`config.mk`:
```
export PLATFORM = sky130hd
export DESIGN_NAME = pipe_ctrl_flat
export DESIGN_NICKNAME = d
export VERILOG_FILES = /design/src/rtl/pipe_ctrl_if.sv /design/src/rtl/pipe_ctrl.sv /design/src/flat_wrapper.sv
export SDC_FILE = /design/constraint.sdc
export NUM_CORES = 1
export LEC_CHECK = 0
export ABC_AREA = 1
export BUFFER_PORTS_ARGS = -buffer_cell sky130_fd_sc_hd__buf_2
export CAP_MARGIN = 20
export CELL_PAD_IN_SITES_DETAIL_PLACEMENT = 1
export CELL_PAD_IN_SITES_GLOBAL_PLACEMENT = 1
export CORE_UTILIZATION = 25
export CTS_CLUSTER_DIAMETER = 100
export DETAILED_ROUTE_END_ITERATION = 6
export MAX_ROUTING_LAYER = met4
export PLACE_DENSITY = 0.72
export REMOVE_ABC_BUFFERS = 1
export SYNTH_ARGS = -nofsm -noshare
export SYNTH_HDL_FRONTEND = slang
export SYNTH_SLANG_ARGS = --single-unit
```
`constraint.sdc`:
```
create_clock -name clk -period 3.55 [get_ports clk]
set_input_delay 0.71 -clock clk [delete_from_list [all_inputs] [get_ports clk]]
set_output_delay 0.71 -clock clk [all_outputs]
set_load 0.1 [all_outputs]
```
`src/rtl/pipe_ctrl_if.sv`:
```
// Pipeline control bundle: stage stall/hazard requests in, stall/flush/redirect/mdu status out.
// The controller takes the slave view; the pipeline datapath takes the master view.
interface pipe_ctrl_if;
   logic        if_stallreq_i;
   logic        id_stallreq_i;
   logic        ex_mdu_start_i;
   logic        ex_mdu_is_div_i;
   logic        mem_stallreq_i;
   logic        mem_exc_i;
   logic [31:0] mem_exc_pc_i;
   logic        mem_eret_i;
   logic [31:0] mem_epc_i;
   logic [4:0]  stall_o;
   logic [4:0]  flush_o;
   logic        redirect_en_o;
   logic [31:0] redirect_pc_o;
   logic        mdu_busy_o;
   logic        mdu_done_o;
   logic        mdu_cancel_o;

   modport master (
      output if_stallreq_i, id_stallreq_i, ex_mdu_start_i, ex_mdu_is_div_i,
             mem_stallreq_i, mem_exc_i, mem_exc_pc_i, mem_eret_i, mem_epc_i,
      input  stall_o, flush_o, redirect_en_o, redirect_pc_o,
             mdu_busy_o, mdu_done_o, mdu_cancel_o
   );

   modport slave (
      input  if_stallreq_i, id_stallreq_i, ex_mdu_start_i, ex_mdu_is_div_i,
             mem_stallreq_i, mem_exc_i, mem_exc_pc_i, mem_eret_i, mem_epc_i,
      output stall_o, flush_o, redirect_en_o, redirect_pc_o,
             mdu_busy_o, mdu_done_o, mdu_cancel_o
   );
endinterface

```
`src/rtl/pipe_ctrl.sv`:
```
// 5-stage pipeline sequencer: merges stall requests, times mul/div, holds PC redirects.
// Outputs are combinational in the request cycle; a redirect is held until fetch stops stalling.
module pipe_ctrl #(
   parameter int MUL_LAT = 2,
   parameter int DIV_LAT = 32,
   parameter int CNT_W   = $clog2(DIV_LAT + 1)
) (
   input  logic       clk,
   input  logic       rst,
   pipe_ctrl_if.slave bus
);
   typedef enum logic [1:0] {IDLE, MDU, REDIR} state_t;

   state_t           r_state;
   logic [CNT_W-1:0] r_cnt;
   logic [31:0]      r_redir_pc;

   logic        w_redir_req;
   logic [31:0] w_redir_tgt;
   logic        w_mdu_accept;
   logic        w_mdu_stall;
   logic        w_mdu_last;
   logic [4:0]  w_stall;
   logic [4:0]  w_flush;
   logic        w_redir_en;
   logic [31:0] w_redir_pc;
   logic        w_busy;
   logic        w_done;
   logic        w_cancel;

   assign w_redir_req  = (bus.mem_exc_i | bus.mem_eret_i) && (r_state != REDIR);
   assign w_redir_tgt  = bus.mem_exc_i ? bus.mem_exc_pc_i : bus.mem_epc_i;
   assign w_mdu_accept = (r_state == IDLE) && bus.ex_mdu_start_i && !bus.mem_stallreq_i && !w_redir_req;
   assign w_mdu_stall  = w_mdu_accept || ((r_state == MDU) && (r_cnt != '0));
   assign w_mdu_last   = (r_state == MDU) && (r_cnt == '0);

   always_comb begin
      w_stall    = 5'b00000;
      w_flush    = 5'b00000;
      w_redir_en = 1'b0;
      w_redir_pc = 32'h0;
      w_busy     = 1'b0;
      w_done     = 1'b0;
      w_cancel   = 1'b0;
      if (!rst) begin
         if (w_redir_req) begin
            w_flush    = 5'b11110;
            w_redir_en = 1'b1;
            w_redir_pc = w_redir_tgt;
            w_cancel   = (r_state == MDU);
         end else begin
            w_busy = w_mdu_stall;
            w_done = w_mdu_last;
            if (r_state == REDIR) begin
               w_redir_en = 1'b1;
               w_redir_pc = r_redir_pc;
               w_flush    = 5'b00010;
            end else if (bus.mem_stallreq_i) begin
               w_stall = 5'b01111;
               w_flush = 5'b10000;
            end else if (w_mdu_stall) begin
               w_stall = 5'b00111;
               w_flush = 5'b01000;
            end else if (bus.id_stallreq_i) begin
               w_stall = 5'b00011;
               w_flush = 5'b00100;
            end else if (bus.if_stallreq_i) begin
               w_stall = 5'b00001;
               w_flush = 5'b00010;
            end
         end
      end
   end

   assign bus.stall_o       = w_stall;
   assign bus.flush_o       = w_flush;
   assign bus.redirect_en_o = w_redir_en;
   assign bus.redirect_pc_o = w_redir_pc;
   assign bus.mdu_busy_o    = w_busy;
   assign bus.mdu_done_o    = w_done;
   assign bus.mdu_cancel_o  = w_cancel;

   always_ff @(posedge clk) begin
      if (rst) begin
         r_state    <= IDLE;
         r_cnt      <= '0;
         r_redir_pc <= 32'h0;
      end else begin
         case (r_state)
            IDLE: begin
               if (w_redir_req) begin
                  if (bus.if_stallreq_i) begin
                     r_redir_pc <= w_redir_tgt;
                     r_state    <= REDIR;
                  end
               end else if (w_mdu_accept) begin
                  r_cnt   <= bus.ex_mdu_is_div_i ? CNT_W'(DIV_LAT - 1) : CNT_W'(MUL_LAT - 1);
                  r_state <= MDU;
               end
            end
            MDU: begin
               // An exception/eret aborts the mul/div and may itself need holding.
               if (w_redir_req) begin
                  r_cnt <= '0;
                  if (bus.if_stallreq_i) begin
                     r_redir_pc <= w_redir_tgt;
                     r_state    <= REDIR;
                  end else begin
                     r_state <= IDLE;
                  end
               end else if (r_cnt == '0) begin
                  r_state <= IDLE;
               end else begin
                  r_cnt <= r_cnt - CNT_W'(1);
               end
            end
            REDIR: begin
               if (!bus.if_stallreq_i) r_state <= IDLE;
            end
            default: r_state <= IDLE;
         endcase
      end
   end
endmodule

```
`src/flat_wrapper.sv`:
```
// flat-port wrapper written by rule: the top's interface ports become plain ports
module pipe_ctrl_flat 
#(
   parameter int MUL_LAT = 2,
   parameter int DIV_LAT = 32,
   parameter int CNT_W   = $clog2(DIV_LAT + 1)
)
  (clk, rst, bus_if_stallreq_i, bus_id_stallreq_i, bus_ex_mdu_start_i, bus_ex_mdu_is_div_i, bus_mem_stallreq_i, bus_mem_exc_i, bus_mem_exc_pc_i, bus_mem_eret_i, bus_mem_epc_i, bus_stall_o, bus_flush_o, bus_redirect_en_o, bus_redirect_pc_o, bus_mdu_busy_o, bus_mdu_done_o, bus_mdu_cancel_o);
  pipe_ctrl_if bus_i ();
  input  logic clk;
  input  logic rst;
  input wire logic [$bits(bus_i.if_stallreq_i)-1:0] bus_if_stallreq_i;
  input wire logic [$bits(bus_i.id_stallreq_i)-1:0] bus_id_stallreq_i;
  input wire logic [$bits(bus_i.ex_mdu_start_i)-1:0] bus_ex_mdu_start_i;
  input wire logic [$bits(bus_i.ex_mdu_is_div_i)-1:0] bus_ex_mdu_is_div_i;
  input wire logic [$bits(bus_i.mem_stallreq_i)-1:0] bus_mem_stallreq_i;
  input wire logic [$bits(bus_i.mem_exc_i)-1:0] bus_mem_exc_i;
  input wire logic [$bits(bus_i.mem_exc_pc_i)-1:0] bus_mem_exc_pc_i;
  input wire logic [$bits(bus_i.mem_eret_i)-1:0] bus_mem_eret_i;
  input wire logic [$bits(bus_i.mem_epc_i)-1:0] bus_mem_epc_i;
  output wire logic [$bits(bus_i.stall_o)-1:0] bus_stall_o;
  output wire logic [$bits(bus_i.flush_o)-1:0] bus_flush_o;
  output wire logic [$bits(bus_i.redirect_en_o)-1:0] bus_redirect_en_o;
  output wire logic [$bits(bus_i.redirect_pc_o)-1:0] bus_redirect_pc_o;
  output wire logic [$bits(bus_i.mdu_busy_o)-1:0] bus_mdu_busy_o;
  output wire logic [$bits(bus_i.mdu_done_o)-1:0] bus_mdu_done_o;
  output wire logic [$bits(bus_i.mdu_cancel_o)-1:0] bus_mdu_cancel_o;
  assign bus_i.if_stallreq_i = bus_if_stallreq_i;
  assign bus_i.id_stallreq_i = bus_id_stallreq_i;
  assign bus_i.ex_mdu_start_i = bus_ex_mdu_start_i;
  assign bus_i.ex_mdu_is_div_i = bus_ex_mdu_is_div_i;
  assign bus_i.mem_stallreq_i = bus_mem_stallreq_i;
  assign bus_i.mem_exc_i = bus_mem_exc_i;
  assign bus_i.mem_exc_pc_i = bus_mem_exc_pc_i;
  assign bus_i.mem_eret_i = bus_mem_eret_i;
  assign bus_i.mem_epc_i = bus_mem_epc_i;
  assign bus_stall_o = bus_i.stall_o;
  assign bus_flush_o = bus_i.flush_o;
  assign bus_redirect_en_o = bus_i.redirect_en_o;
  assign bus_redirect_pc_o = bus_i.redirect_pc_o;
  assign bus_mdu_busy_o = bus_i.mdu_busy_o;
  assign bus_mdu_done_o = bus_i.mdu_done_o;
  assign bus_mdu_cancel_o = bus_i.mdu_cancel_o;
  pipe_ctrl #(.MUL_LAT(MUL_LAT), .DIV_LAT(DIV_LAT), .CNT_W(CNT_W)) u_core (.clk(clk), .rst(rst), .bus(bus_i));
endmodule
```
==> results of run 1 <==
[power breakdown]
| part | switching [uW] | internal (uW) | leakage, uW |
|---|---|---|---|
| Combinational | 461 | 216 | 0.00159 |
| Sequential | 20.9 | 488 | 0.000331 |
| Clock | 154 | 134 | 0.0000410 |
[layer usage]
layer | GRT usage | vias up
met4 | 0.0317 | 0
met2 | 0.335 | 64
li1 | - | 1658
met5 | - | -
met1 | 0.195 | 1489
met3 | 0.0282 | 4
[state kept, by name, summed over array words and instances (netlist names)]
signal / cells
u_core.r_redir_pc: 32
u_core.r_cnt: 6
u_core.r_state: 2
[worst paths after layout]
| kind | cells after the start | from | to | slack, ns |
|---|---|---|---|---|
| worst max-delay path | 7 | bus_mem_exc_i | bus_redirect_pc_o[22] | 0.51 |
| worst min-delay path | 2 | u_core.r_redir_pc[5]$_SDFFE_PP0P_ | u_core.r_redir_pc[5]$_SDFFE_PP0P_ | 0.45 |
| worst max register to register | 5 | u_core.r_state[1]$_SDFFE_PP0P_ | u_core.r_state[0]$_SDFFE_PP0P_ | 2.01 |
| worst min register to register | 2 | u_core.r_redir_pc[5]$_SDFFE_PP0P_ | u_core.r_redir_pc[5]$_SDFFE_PP0P_ | 0.45 |
[layout by cell type (no fill, tap or decap), types with 5 or more instances in the layout]
cell,synthesis,routed
nor2_1,23,22
inv_1,52,52
clkbuf_8,0,5
o21ai_0,28,28
buf_4,7,10
dfxtp_1,40,40
nand2_1,192,192
buf_12,0,35
buf_2,13,81
o21ai_1,10,10
a21oi_1,67,67
nor3_1,7,7
[cells by family after synthesis]
group / count (synthesis)
and+or+nand+nor: 235
AOI/OAI and AO/OA: 107
adders and majority gates: 2
xor gates and xnor gates: 1
buffers and inverters: 86
DFF: 40
other: 1
[layout make-up]
class | count | area [um^2]
repair buffers | 126 | 1180
fillers | 1410 | 6490
clock buffers | 6 | 72.6
inverters | 53 | 201
multi-input cells | 347 | 1540
clock inverters | 1 | 5.00
well taps | 136 | 170
flip-flops and latches | 40 | 801
[stage by stage]
step	worst slack, ns	hold WS [ns]
2_1_floorplan	-1.49	0.426
3_3_place_gp	0.571	0.431
3_5_place_dp	0.455	0.438
4_1_cts	0.423	0.450
5_1_grt	0.370	0.464
6_report	0.511	0.446
[worst reg2reg max path: stages, from the launching register on]
cell and delay (ns):
dfxtp_1 0.35, inv_1 0.12, nor2_4 0.48, nor2_2 0.09, buf_4 0.24, nor3_1 0.18
==> impl_metrics.json, run 1 <==
{
  "status": "complete, no violations",
  "end_kind": "output pin",
  "dp.cells": 702,
  "cts_root_buf": "clkbuf_8",
  "hold_buffers": 0,
  "grt_pass1_wl_mm": 15.7,
  "worstMarginPinSlew_ns": 0.626,
  "htree_levels": 2,
  "rsz0062_at_grt": "no",
  "synth_area_mm2": 0.00272,
  "critical_path_required_ns": 2.84,
  "port-buffer-count": 116,
  "cpLargestDelayFamily": "buffers and inverters",
  "clk_latency_ns": 0.29,
  "vias_per_cell": 4.53,
  "power.total_uw": 1470,
  "synth_compound_area_frac": 0.199,
  "post_drt_wl_per_cell_um": 12.9,
  "synthFlopType": "dfxtp_1",
  "cts_buffers": 5,
  "synthAdderAreaFrac": 0.00919,
  "grt_usage": 0.177,
  "clkTransAtPathRegs_ns": 0.07,
  "final_area_mm2": 0.00398,
  "crit_chain": "buf_2 > nor2_8 > nor2_2 > buf_4 > nand2_1 > a21oi_1 > buf_12",
  "muxShareOfSynthArea": 0,
  "final_cells": 709,
  "min_period_ns": 3.04,
  "ir_drop_uv": 166,
  "finalCritPeriodShare": 0.856,
  "hold_viol_final": 0,
  "synth-simple-area-share": 0.350,
  "ys_types": 25,
  "yosys_warnings": 0,
  "cts_setup_buffers": 0,
  "cp_slowest_cell": "buf_2",
  "synthCells": 472,
  "synthTopCellsByArea": "dfxtp_1, nand2_1, a21oi_1",
  "async_flop_share": 0,
  "netlist.area_leader.share": 0.294,
  "fin_skew_ns": 0.00283,
  "max-cap-violations": 0,
  "grt_overflow": 0,
  "min_path_type": "reg -> reg",
  "antenna_found_initial": 0,
  "start_util": 0.260,
  "postPlaceCellArea_mm2": 0.00390,
  "cts_resized": 0,
  "synth_top_family_by_area": "simple AND/OR/NAND/NOR gates",
  "dieArea_mm2": 0.0113,
  "ys_ff_latch": 40,
  "final-setup-viol-count": 0,
  "power_density_mw_per_mm2": 371,
  "setup_tns_ns": 0,
  "p_leak_uw": 0.00196,
  "placementRows": 37,
  "gp_congestion": 0.740,
  "dr_wl_met2_mm": 4.89,
  "grt_max_degree": 39,
  "synthTopCellsByCount": "nand2_1, a21oi_1, inv_1",
  "cts_buffer_depth": 2,
  "cts_tree": "done",
  "core_area_mm2": 0.0105,
  "dp_hpwl_mm": 6.93,
  "ant_nets": 0,
  "fin_util": 0.380,
  "fin_nets": 648,
  "cpPeakStageDelay_ns": 0.49,
  "die_w_um": 106,
  "avgSynthCellArea_um2": 5.77,
  "criticalPathCategory": "in -> out",
  "wirelength_met1_mm": 3.93,
  "die_h_um": 106,
  "clock-sinks": 40,
  "fmax_mhz": 329,
  "via_count": 3215,
  "wirelength_mm": 9.17,
  "drive_above_1_share": 0.248,
  "cp.arrival_ns": 2.33,
  "diodes": 0,
  "met3WireLength_um": 301,
  "synth_xor_area_frac": 0.00322,
  "area_growth_pct": 45.9,
  "max_slew_margin": 0.582,
  "finalMaxSlewViolations": 0,
  "path_max_fanout": 24,
  "pin_count": 119,
  "grt_pass1_vias": 3349,
  "drt_iter0_markers": 75,
  "drcViolationCount": 0,
  "critPathBufInv": 3,
  "routed.top_layer": "met4",
  "ys_seq_area_frac": 0.294,
  "synthMostInstantiatedCell": "nand2_1",
  "start_kind": "primary input",
  "dr.pass1.iters": 4,
  "synth_edf_count": 0,
  "synth_top_area_cell": "dfxtp_1"
}
Note: power is estimated with default switching activity, not from simulation.
==> run 2, diff against run 1 <==
--- a/config.mk
+++ b/config.mk
@@ -6,6 +6,7 @@
 export NUM_CORES = 1
 export LEC_CHECK = 0
 export ABC_AREA = 1
+export ABC_CLOCK_PERIOD_IN_PS = 3550
 export BUFFER_PORTS_ARGS = -buffer_cell sky130_fd_sc_hd__buf_2
 export CAP_MARGIN = 20
 export CELL_PAD_IN_SITES_DETAIL_PLACEMENT = 1
@@ -15,6 +16,7 @@
 export DETAILED_ROUTE_END_ITERATION = 6
 export MAX_ROUTING_LAYER = met4
 export PLACE_DENSITY = 0.72
+export RECOVER_POWER = 25
 export REMOVE_ABC_BUFFERS = 1
 export SYNTH_ARGS = -nofsm -noshare
 export SYNTH_HDL_FRONTEND = slang
==> impl_metrics.json, run 2 (synthesized netlist as in run 1, its figures left out) <==
{
  "status": "complete, no violations",
  "cp.arrival_ns": 2.33,
  "grt_pass1_vias": 3349,
  "routed.top_layer": "met4",
  "layout.area.seq_um2": 801,
  "cts_setup_buffers": 0,
  "layout_setup_ws_ns": 0.510,
  "dp_hpwl_mm": 6.93,
  "criticalPathCategory": "in -> out",
  "cts_buffers": 5,
  "p_leak_uw": 0.00193,
  "antenna_found_initial": 0,
  "htree_levels": 2,
  "r2r-end": "u_core.r_redir_pc[22]$_SDFFE_PP0P_",
  "top_regs": "u_core.r_redir_pc x32, u_core.r_cnt x6, u_core.r_state x2",
  "top_register": "u_core.r_redir_pc",
  "clk_latency_ns": 0.29,
  "finalMaxSlewViolations": 0,
  "port-buffer-count": 116,
  "post-place-ws_ns": 0.455,
  "grt_max_degree": 39,
  "core_area_mm2": 0.0105,
  "holdPathEnd": "u_core.r_redir_pc[5]$_SDFFE_PP0P_",
  "whs_ns": 0.446,
  "cts_buffer_depth": 2,
  "fin_util": 0.377,
  "power_density_mw_per_mm2": 373,
  "final-setup-viol-count": 0,
  "r2r_slack_ns": 1.45,
  "dr_wl_met2_mm": 4.90,
  "fmax_mhz": 329,
  "critical_path_required_ns": 2.84,
  "cts_root_buf": "clkbuf_8",
  "wirelength_met1_mm": 3.94,
  "fin_nets": 648,
  "end_kind": "output pin",
  "cts_tree": "done",
  "nFillCells": 1412,
  "clkTransAtPathRegs_ns": 0.07,
  "reg2regPathDepth": 5,
  "wirelength_mm": 9.18,
  "grt_usage": 0.177,
  "start_util": 0.260,
  "min_period_ns": 3.04,
  "placementRows": 37,
  "largest_reg_flops": 32,
  "holdPathStages": 2,
  "diodes": 0,
  "area_growth_pct": 44.7,
  "hold_viol_final": 0,
  "final_cell_mix": "nand2_1, buf_2, a21oi_1, inv_1, dfxtp_1",
  "ir_drop_uv": 166,
  "min_path_type": "reg -> reg",
  "met3WireLength_um": 294,
  "start_kind": "primary input",
  "power.total_uw": 1470,
  "max-cap-violations": 0,
  "multiInputGateArea_mm2": 0.00152,
  "r2r_start": "u_core.r_state[1]$_SDFFE_PP0P_",
  "worstMarginPinSlew_ns": 1.19,
  "grt_overflow": 0,
  "vias_per_cell": 4.54,
  "drcViolationCount": 0,
  "die_h_um": 106,
  "via_count": 3217,
  "rsz0062_at_grt": "no",
  "pin_count": 119,
  "final_common_cell": "nand2_1",
  "die_w_um": 106,
  "fin_skew_ns": 0.00310,
  "cts_resized": 0,
  "gp_congestion": 0.740,
  "finalCritPeriodShare": 0.856,
  "ant_nets": 0,
  "dieArea_mm2": 0.0113,
  "post_drt_wl_per_cell_um": 13.0,
  "dr.pass1.iters": 4,
  "drt_iter0_markers": 75,
  "min_from": "u_core.r_redir_pc[5]$_SDFFE_PP0P_",
  "drive_above_1_share": 0.239,
  "grt_pass1_wl_mm": 15.7,
  "path_max_fanout": 24,
  "hold_buffers": 0,
  "clock-sinks": 40,
  "max_slew_margin": 0.208
}
## run 2: cell types whose count changed in the layout (fill, tap and decap cells not counted)
cell / change
buf_4: -2
o21ai_0: +7
nor2_1: +1
nand3_1: +2
nor2_8: -1
o21ai_1: -7
nand3_2: -2
clkbuf_1: +2
## run 2: layer usage
layer,track usage,up-vias
li1,-,1659
met5,-,-
met1,0.195,1492
met3,0.0282,4
met2,0.335,62
met4,0.0317,0
## run 2: final cells by class
cell class / instances / area share
multi-input cells: 347 / 0.385
flip-flops and latches: 40 / 0.203
clock inverters: 1 / 0.00127
well taps: 136 / 0.0432
repair buffers: 126 / 0.298
clock buffers: 6 / 0.0184
inverters: 53 / 0.0511
## run 2: worst max-delay path by stage
stage / from / to / slack (ns) / depth (start not counted)
after floorplan: u_core.r_state[1]$_SDFFE_PP0P_ / bus_mdu_busy_o / -1.49 / 4
after global placement: bus_mem_exc_i / bus_redirect_pc_o[20] / 0.57 / 7
after detailed placement: bus_mem_exc_i / bus_redirect_pc_o[22] / 0.46 / 7
after CTS: bus_mem_exc_i / bus_redirect_pc_o[22] / 0.42 / 7
after global routing: bus_mem_exc_i / bus_flush_o[3] / 0.37 / 7
final: bus_mem_exc_i / bus_redirect_pc_o[22] / 0.51 / 7
## run 2: power by group
part / switching, uW / leakage (uW) / internal (uW) / total (uW)
Sequential: 20.9 / 0.000331 / 488 / 509
Combinational: 459 / 0.00156 / 214 / 673
Clock: 154 / 0.0000410 / 134 / 288
Total: 634 / 0.00193 / 836 / 1470
## run 2: metrics by stage
step,TNS [ns],instances,area [um^2]
global route,0,709,3940
global placement,0,702,3900
CTS,0,709,3980
detailed placement,0,702,3900
floorplan,-17.82,440,2540
finish,0,709,3940
## run 2: critical path, stage by stage
cell,delay [ns]
buf_2,0.49
nor2_8,0.10
nor2_2,0.16
buf_4,0.27
nand2_1,0.09
a21oi_1,0.26
buf_12,0.22
